### src/rtl/demux_stream_1n.sv
// rtl/demux_stream_1n.sv - registered 1-to-N stream demultiplexer with per-channel holding registers
// Ports:
//   clk, rst                          : clock, synchronous active-high reset
//   mode                              : 0 = addressed (in_sel picks channel), 1 = round-robin (rr_ptr picks)
//   in_valid, in_data, in_sel         : input beat, payload and addressed-mode target
//   in_ready                          : beat accepted this cycle (combinational, independent of in_valid)
//   out_valid, out_data, out_ready    : N output channels, channel k at out_data[k*WIDTH +: WIDTH]
//   rr_ptr                            : round-robin pointer, cycles 0..N-1
//   sel_err                           : one-cycle pulse after a beat with an out-of-range target is dropped
module demux_stream_1n #(
   parameter int WIDTH = 8,
   parameter int N     = 4,
   parameter int SEL_W = 2
) (
   input  logic                 clk,
   input  logic                 rst,
   input  logic                 mode,
   input  logic                 in_valid,
   input  logic [WIDTH-1:0]     in_data,
   input  logic [SEL_W-1:0]     in_sel,
   output logic                 in_ready,
   output logic [N-1:0]         out_valid,
   output logic [N*WIDTH-1:0]   out_data,
   input  logic [N-1:0]         out_ready,
   output logic [SEL_W-1:0]     rr_ptr,
   output logic                 sel_err
);

   localparam logic [SEL_W-1:0] LAST = SEL_W'(N - 1);

   logic [SEL_W-1:0] tgt;
   logic [N-1:0]     hit;
   logic             tgt_blocked;
   logic             xfer;

   // One-hot decode of the target; an out-of-range target leaves hit all zero.
   always_comb begin
      tgt = mode ? rr_ptr : in_sel;
      hit = '0;
      for (int k = 0; k < N; k++) begin
         hit[k] = (tgt == SEL_W'(k));
      end
   end

   // Only a full, non-draining target channel stalls the input; a dropped
   // (out-of-range) beat is always accepted so it cannot wedge the stream.
   assign tgt_blocked = |(hit & out_valid & ~out_ready);
   assign in_ready    = !rst && !tgt_blocked;
   assign xfer        = in_valid && in_ready;

   always_ff @(posedge clk) begin
      if (rst) begin
         out_valid <= '0;
         out_data  <= '0;
         rr_ptr    <= '0;
         sel_err   <= 1'b0;
      end else begin
         sel_err <= xfer && (hit == '0);
         for (int k = 0; k < N; k++) begin
            // Load takes precedence over drain so a channel sustains 1 beat/cycle.
            if (xfer && hit[k]) begin
               out_valid[k]               <= 1'b1;
               out_data[k*WIDTH +: WIDTH] <= in_data;
            end else if (out_ready[k]) begin
               out_valid[k] <= 1'b0;
            end
         end
         // Wrap at N-1 rather than at 2^SEL_W so the pointer never leaves range.
         if (xfer && mode) begin
            rr_ptr <= (rr_ptr == LAST) ? '0 : rr_ptr + 1'b1;
         end
      end
   end

endmodule

### config.mk
export PLATFORM = sky130hd
export DESIGN_NAME = demux_stream_1n
export DESIGN_NICKNAME = d
export VERILOG_FILES = /design/src/rtl/demux_stream_1n.sv
export SDC_FILE = /design/constraint.sdc
export NUM_CORES = 1
export LEC_CHECK = 0
export CORE_ASPECT_RATIO = 0.5
export CORE_MARGIN = 2
export CORE_UTILIZATION = 45
export CTS_BUF_LIST = sky130_fd_sc_hd__clkbuf_8
export CTS_CLUSTER_DIAMETER = 50
export CTS_CLUSTER_SIZE = 40
export DETAILED_ROUTE_END_ITERATION = 6
export GPL_TIMING_DRIVEN = 0
export PLACE_DENSITY = 0.81
export SYNTH_ARGS = -nofsm -noshare
export SYNTH_HDL_FRONTEND = slang
export SYNTH_SLANG_ARGS = --single-unit
### constraint.sdc
create_clock -name clk -period 2.1 [get_ports clk]
set_input_delay 0.21 -clock clk [delete_from_list [all_inputs] [get_ports clk]]
set_output_delay 0.21 -clock clk [all_outputs]
set_load 0.05 [all_outputs]
==> results.md, run 1 <==
- Post-placement setup slack: -424 ps
- Top_reg_cell synth: dfxtp_1
- Post-route antenna net violation count: 0
- Filler instances: 295
- Maximum clock path buffer count: 2
- Worst Tran Pin Value: 522 ps
- Portion of total power attributed to sequential cells: 48.7%
- Run status: finished, final reports clean
- Synthesized area per cell: ~10 um^2
- H-tree levels: 2
- Clock transition time at the flip-flop clock pins of the worst setup and hold paths: 80 ps
- Power Density: 697 nW/um^2
- Count of flip-flops with a built-in enable after synthesis: 0
- Pwr Total: 1600 uW
- Total number of vias: 1309
- Combinational fraction of design power: between 10% and 20%
- Hold_ws: 497 ps
- Final antenna diode count: 0
- Net switching power of the design: 454 uW
- Endpoint, Worst Hold: out_data[28]
- Initial Util: 46.3%
- Vias per Instance: between 5 and 6
- CTS buffer count: 5
- Leakage power of the design: 0.00102 uW
- Ratio of final minimum period to clock period: about 94%
- Die H: around 46 um
- Peak fanout along the critical path: 9
- Sequential fraction of the synthesis area: about half
- Switch share: 28.3%
- Distinct cell type count of the synthesized netlist: 29
- Worst Reg-to-Reg Cells: 5
- Syn-to-layout area delta: 47.3%
- Starting DRT DRC Count: 43
- Hold_sp: out_data[28]
- Grt ovf: 0
- Initial antenna violation count: 0
- FF+latch area: 781 um^2
- Number of endpoints with negative hold slack in the final report: 0
- Min cycle time layout: 1970 ps
- Clock tree from TritonCTS: done
- Non-filler cells in the finished layout: around 260
- Total detailed-routing wirelength: between 3 and 4 mm
- P_int: around 1200 uW
- Total standard cell area after synthesis: between 1500 and 2000 um^2
- Required time of the critical path: about 1900 ps
- Largest net degree at the start of global routing: 14
- Area of combinational cells with multiple inputs: 737 um^2
- Synth warnings: 0
- IO Pins: 58
- Clock group share of total power: 33.3%
- Flop-to-flop setup slack: 430 ps
- Core region area: 3380 um^2
- Type of origin of the critical path: input port
- RSZ-0062 raised after global routing: false
- Min-Delay Path Depth: 2
- Die Footprint: 3990 um^2
- Worst vdd rail ir drop: roughly 0.00049 V
- Vias in the first global route: 1267
- Class of the tightest hold or removal check: flip-flop to flip-flop
- Nets: around 240
- Final max-slew violation count: 0
- Count of TritonRoute iterations in the first routing pass: 4
- Critical Path AT: 1760 ps
- Total setup violations reported at the end of the flow: 0
- Global router's overall resource usage: 19.3%
- Floorplan die width: 87.3 um
- Placed wire-length estimate: approximately 2.6 mm
- Final WS setup: between 100 and 150 ps
- First-pass GRT wire length: 5.74 mm
- End of the worst register-to-register path: out_data[5]
- Number of placement rows: 15
- Total negative slack: 0 ps
- Cells after DPL: 253
- Register bit total from synthesis: 39
- Final estimated routing congestion in global placement: 0.811
- Async SR Flop Fraction: 0%
- Number of hold buffers added after cts: 0
- Critical Path End Type: output port
- Post-synthesis net count: 173
- Max cap viols: 0
- Fraction of final layout cells with drive strength greater than 1: 10.5%
- Worst Clk Skew: just over 10 ps
- Number of I/O port buffers: 57
- Residual DRC count: 0
- Total number of clock tree sinks: 39
- Critical path type: input port to output port
- Critical register-to-register path startpoint: rr_ptr[0]
- Instance count of the mapped netlist: 154
- Clk_lat worst skew: 290 ps
- Peak clock frequency supported by timing: 0.509 GHz
- Clock tree root driver cell: clkbuf_8
- WL/cell: approximately 14 um
- Worst-case headroom to the max-slew limit: 65.1%
-- metrics by stage --
| stage | utilization (%) | area (um^2) |
|---|---|---|
| global placement | 65.1 | 2200 |
| CTS | 68.3 | 2310 |
| floorplan | - | 1580 |
| finish | 68.1 | 2300 |
| detailed placement | 65.1 | 2200 |
| global route | 68.1 | 2300 |
-- cell type report --
class | count | area share, %
Sequential cell | 39 | 33.9
Multi-Input combinational cell | 103 | 32.0
Timing Repair Buffer | 57 | 24.7
Clock buffer | 6 | 3.59
Buffer | 8 | 2.28
Tap cell | 42 | 2.28
Inverter | 4 | 0.652
Clock inverter | 2 | 0.598
-- how the worst max path moves through the flow --
stage	start	endpoint	slack [ps]
2_1_floorplan	rr_ptr[1]	in_ready	160
3_3_place_gp	mode	in_ready	-420
3_5_place_dp	mode	in_ready	-420
4_1_cts	mode	in_ready	5
5_1_grt	mode	in_ready	30
6_report	mode	in_ready	130
-- cells in the final DEF (no fill, tap or decap), types with 2 or more instances in the layout --
cell type        count
a21oi_1              4
nor3_1               2
mux2i_1             33
clkbuf_8             6
inv_1                4
nand2_1              2
dfxtp_1             39
or3b_1               2
o21ai_0              2
nor2_1              33
o2111ai_1            2
and3b_2              2
buf_2                5
a221o_1              2
clkdlybuf4s50_1     56
a21oi_2              2
nand2b_1             5
-- cells in the mapped netlist, types with 2 or more instances --
| library cell | n | area (um^2) |
|---|---|---|
| dfxtp_1 | 39 | 781 |
| and3b_2 | 2 | 20.0 |
| o2111ai_1 | 2 | 17.5 |
| a221o_1 | 2 | 20.0 |
| o21ai_0 | 2 | 10.0 |
| or3b_1 | 2 | 17.5 |
| nor2_1 | 33 | 124 |
| nand2_1 | 2 | 7.51 |
| inv_1 | 4 | 15.0 |
| nor3_1 | 2 | 10.0 |
| nand2b_1 | 5 | 31.3 |
| buf_2 | 5 | 25.0 |
| mux2i_1 | 33 | 330 |
| a21oi_1 | 6 | 30.0 |
-- critical path: stages --
cell             delay (ps)
clkdlybuf4s50_1         540
or3b_1                  470
a21oi_2                 250
nor4_4                   70
clkbuf_4                220
-- routing by layer --
metal / vias up / track usage [%] / wire (um)
met5: - / 0 / 0
met4: 0 / 5.54 / 40
met3: 5 / 4.89 / 89
met2: 24 / 34.4 / 1790
met1: 627 / 23.6 / 1700
li1: 653 / - / -
-- power groups by stage --
stage | clock network, uW | registers, uW | logic, uW
final | 534 | 782 | 289
after global routing | 578 | 786 | 305
after CTS | 547 | 782 | 291
after detailed placement | 0 | 799 | 289
after global placement | 0 | 798 | 286
after floorplan | 0 | 883 | 91.3
-- flip-flops by register name, summed over array words and instances, names as in the netlist --
name / count
out_valid: 4
rr_ptr: 2
out_data: 32
sel_err: 1
-- what timing repair did --
action                     4_1_cts  5_1_grt
cloned                           0        0
gates resized for setup          5        3
setup endpoints to repair        1        1
buffers inserted                 0        0
-- kinds of logic (layout without fill, tap and decap cells) --
kind of cell,Yosys count,after routing,synth area share (%)
compound gates,14,14,6.17
fa+ha+maj,1,1,0.801
buf+inv,12,77,4.32
flops,39,39,50.0
mux,34,34,21.9
other cells,1,1,0.240
simple gates,53,53,16.7
No activity file was read; power rests on OpenSTA's default activity.
==> inputs of run 2 (changes only) <==
CORE_UTILIZATION = 35   (was 45)
PLACE_DENSITY = 0.66   (was 0.81)
==> run 2 against run 1 <==
Maximum frequency increased by 3.0%. Highest routed layer unchanged. Non-clock buffer count unchanged. Critical endpoint unchanged. Wire length increased by 1.7%.
==> results.md, run 2 (synthesis gave the netlist of run 1 again) <==
- Series of cell instances along the critical path: and3b_2 > nor2_1 > o21ai_0 > nor4_4 > clkbuf_4
- Worst-case headroom to the max-slew limit: 66.1% (+1.1 points)
- Syn-to-layout area delta: 50.0%
- Cell type of the slowest stage on the worst timing path: dfxtp_1
- Most Crowded Layer GR: met2
- Worst Clk Skew: 5.28 ps (-5.01 ps)
- Global router's overall resource usage: 15.1% (-4.2 points)
- Clock tree root driver cell: clkbuf_8
- Nets: 237 (unchanged)
- Power Density: 730 nW/um^2 (+4.8%)
- Number of endpoints with negative hold slack in the final report: 0 (unchanged)
- End of the worst register-to-register path: out_data[4]
- Min-Delay Path Depth: 4 (+2)
- Top library cells by usage in the layout, fill and taps aside: clkdlybuf4s50_1, dfxtp_1, nor2_1, mux2i_1
- Die Footprint: 5050 um^2 (+27%)
- Final max-slew violation count: 0 (unchanged)
- Count of TritonRoute iterations in the first routing pass: 4 (unchanged)
- Biggest regs: out_data (32), out_valid (4), rr_ptr (2)
- Total setup violations reported at the end of the flow: 0 (unchanged)
- Placed wire-length estimate: 2.60 mm (+1.4%)
- Post-route antenna net violation count: 0 (unchanged)
- Leakage power of the design: 0.00104 uW (+1.6%)
- Number of placement rows: 17 (+2)
- RSZ-0062 raised after global routing: false
- Residual DRC count: 0 (unchanged)
- Flop-to-flop setup slack: 450 ps (+20 ps)
- Required time of the critical path: 1890 ps (about the same)
- Max reg flops: 32 (unchanged)
- CTS buffer count: 5 (unchanged)
- Initial Util: 36.0% (-10 points)
- Pwr Total: 1710 uW (+6.6%)
- Buffer and inverter count on the worst path: 1 (-1)
- Met1 track demand over resource in global routing: 19.3% (-4.3 points)
- Worst vdd rail ir drop: 0.000339 V (-30%)
- Hold_sp: mode
- Initial antenna violation count: 0 (unchanged)
- Starting DRT DRC Count: 28 (-35%)
- # Post-CTS Setup Buffers: 0 (unchanged)
- Fraction of final layout cells with drive strength greater than 1: 10.5% (unchanged)
- Filler instances: 408 (+38%)
- Cell type group with the largest total delay on the critical path: flip-flops
- Critical path type: flip-flop to output port
- Min cycle time layout: 1910 ps (-56.8 ps)
- H-tree levels: 2 (unchanged)
- First-pass GRT wire length: 5.89 mm (+2.5%)
- Total number of vias: 1288 (-1.6%)
- Critical Path End Type: output port
- Clock transition time at the flip-flop clock pins of the worst setup and hold paths: 80 ps (about the same)
- Worst Reg-to-Reg Cells: 5 (unchanged)
- Peak clock frequency supported by timing: 0.524 GHz (+3.0%)
- Ratio of final minimum period to clock period: 90.9% (-2.7 points)
- Type of origin of the critical path: flip-flop
- Largest net degree at the start of global routing: 15 (+1)
- Final WS setup: 191 ps (+56.8 ps)
- Worst Tran Pin Value: 506 ps (-15.8 ps)
- Total number of clock tree sinks: 39 (unchanged)
- Total detailed-routing wirelength: 3.68 mm (+1.7%)
- Cell area after layout: 2340 um^2 (+1.8%)
- M2 GR Usage: 24.3% (-10 points)
- Met3 capacity usage during global routing: 4.51% (-0.38 points)
- Critical register-to-register path startpoint: rr_ptr[0]
- Core region area: 4340 um^2 (+28%)
- Final estimated routing congestion in global placement: 0.769 (-5.2%)
- Maximum clock path buffer count: 2 (unchanged)
- Post-placement setup slack: -452 ps (-27.7 ps)
- Class of the tightest hold or removal check: input port to flip-flop
- Clk_lat worst skew: 290 ps (about the same)
- Vias per Instance: 4.67 (-7.0%)
- WL/cell: 13.3 um (-3.8%)
- Largest incremental delay on the critical path: 500 ps (-40 ps)
- IO Pins: 58 (unchanged)
- Max cap viols: 0 (unchanged)
- Number of I/O port buffers: 57 (unchanged)
- Clock tree from TritonCTS: done
- Placed inst area: 2220 um^2 (+0.85%)
- Largest reg by FF count: out_data
- Floorplan die width: 98.5 um (+13%)
- Vias in the first global route: 1278 (+0.87%)
- Leading cell type in the layout, fill and taps excluded: clkdlybuf4s50_1
- Run status: finished, final reports clean
- Critical Path AT: 1700 ps (-60 ps)
- Final antenna diode count: 0 (unchanged)
- Peak fanout along the critical path: 9 (unchanged)
- Grt ovf: 0 (unchanged)
- Endpoint, Worst Hold: rr_ptr[1]
- Die H: 51.3 um (+12%)
==> run 2: cell count changes in the layout (fill, tap and decap cells not counted) <==
cell,previous run,this run
clkbuf_8,6,5
bufinv_16,0,1
dlymetal6s2s_1,0,1
clkdlybuf4s50_1,56,55
clkinv_2,1,0
clkinv_4,0,1
==> run 2: worst max-delay path by stage <==
| stage | end | start | depth (start not counted) |
|---|---|---|---|
| final | in_ready | rr_ptr[1] | 5 |
| after global routing | in_ready | rr_ptr[1] | 5 |
| after CTS | in_ready | mode | 6 |
| after detailed placement | in_ready | mode | 6 |
| after global placement | in_ready | mode | 6 |
| after floorplan | in_ready | rr_ptr[1] | 4 |
==> run 2: where the power goes <==
part / leakage [uW] / switching (uW) / internal [uW]
clock: 0.0000587 / 281 / 360
combinational: 0.000661 / 170 / 118
sequential: 0.000317 / 17.6 / 764
total: 0.00104 / 469 / 1240
==> run 2: metrics by stage <==
stage | hold WS [ps] | setup TNS (ps) | instances | util [%]
floorplan | 354 | 0 | 154 | -
global placement | 474 | -450 | 268 | 51.2
detailed placement | 480 | -452 | 268 | 51.2
CTS | 501 | 0 | 276 | 53.9
global route | 486 | 0 | 276 | 54.0
finish | 451 | 0 | 276 | 54.0
==> run 2: worst reg2reg max path: stages (launching register included) <==
cell and delay (ps):
dfxtp_1 400, or3b_1 440, a221o_1 320, buf_6 160, mux2i_1 160, nor2_1 50
==> run 2: metal layers <==
metal	part of all wire, %	vias up	wire length [um]
met2	46	27	1690
met5	0	-	0
li1	-	656	-
met4	1.1	0	42
met1	47	600	1750
met3	5.4	5	199
==> run 2: layout make-up <==
type,count,area [um^2],area share [%]
timing repair buffer,57,571,24.3
buffer,8,52.6,2.24
tap,57,71.3,3.04
inverter,4,15.0,0.641
clock inverter,3,47.5,2.03
multi-input combinational,103,737,31.4
sequential,39,781,33.3
clock buffer,5,68.8,2.94
==> run 2: repair_timing <==
action / CTS / global route
resized for setup: 7 / 2
setup endpoints to repair: 1 / 1
hold buffers: 0 / 0
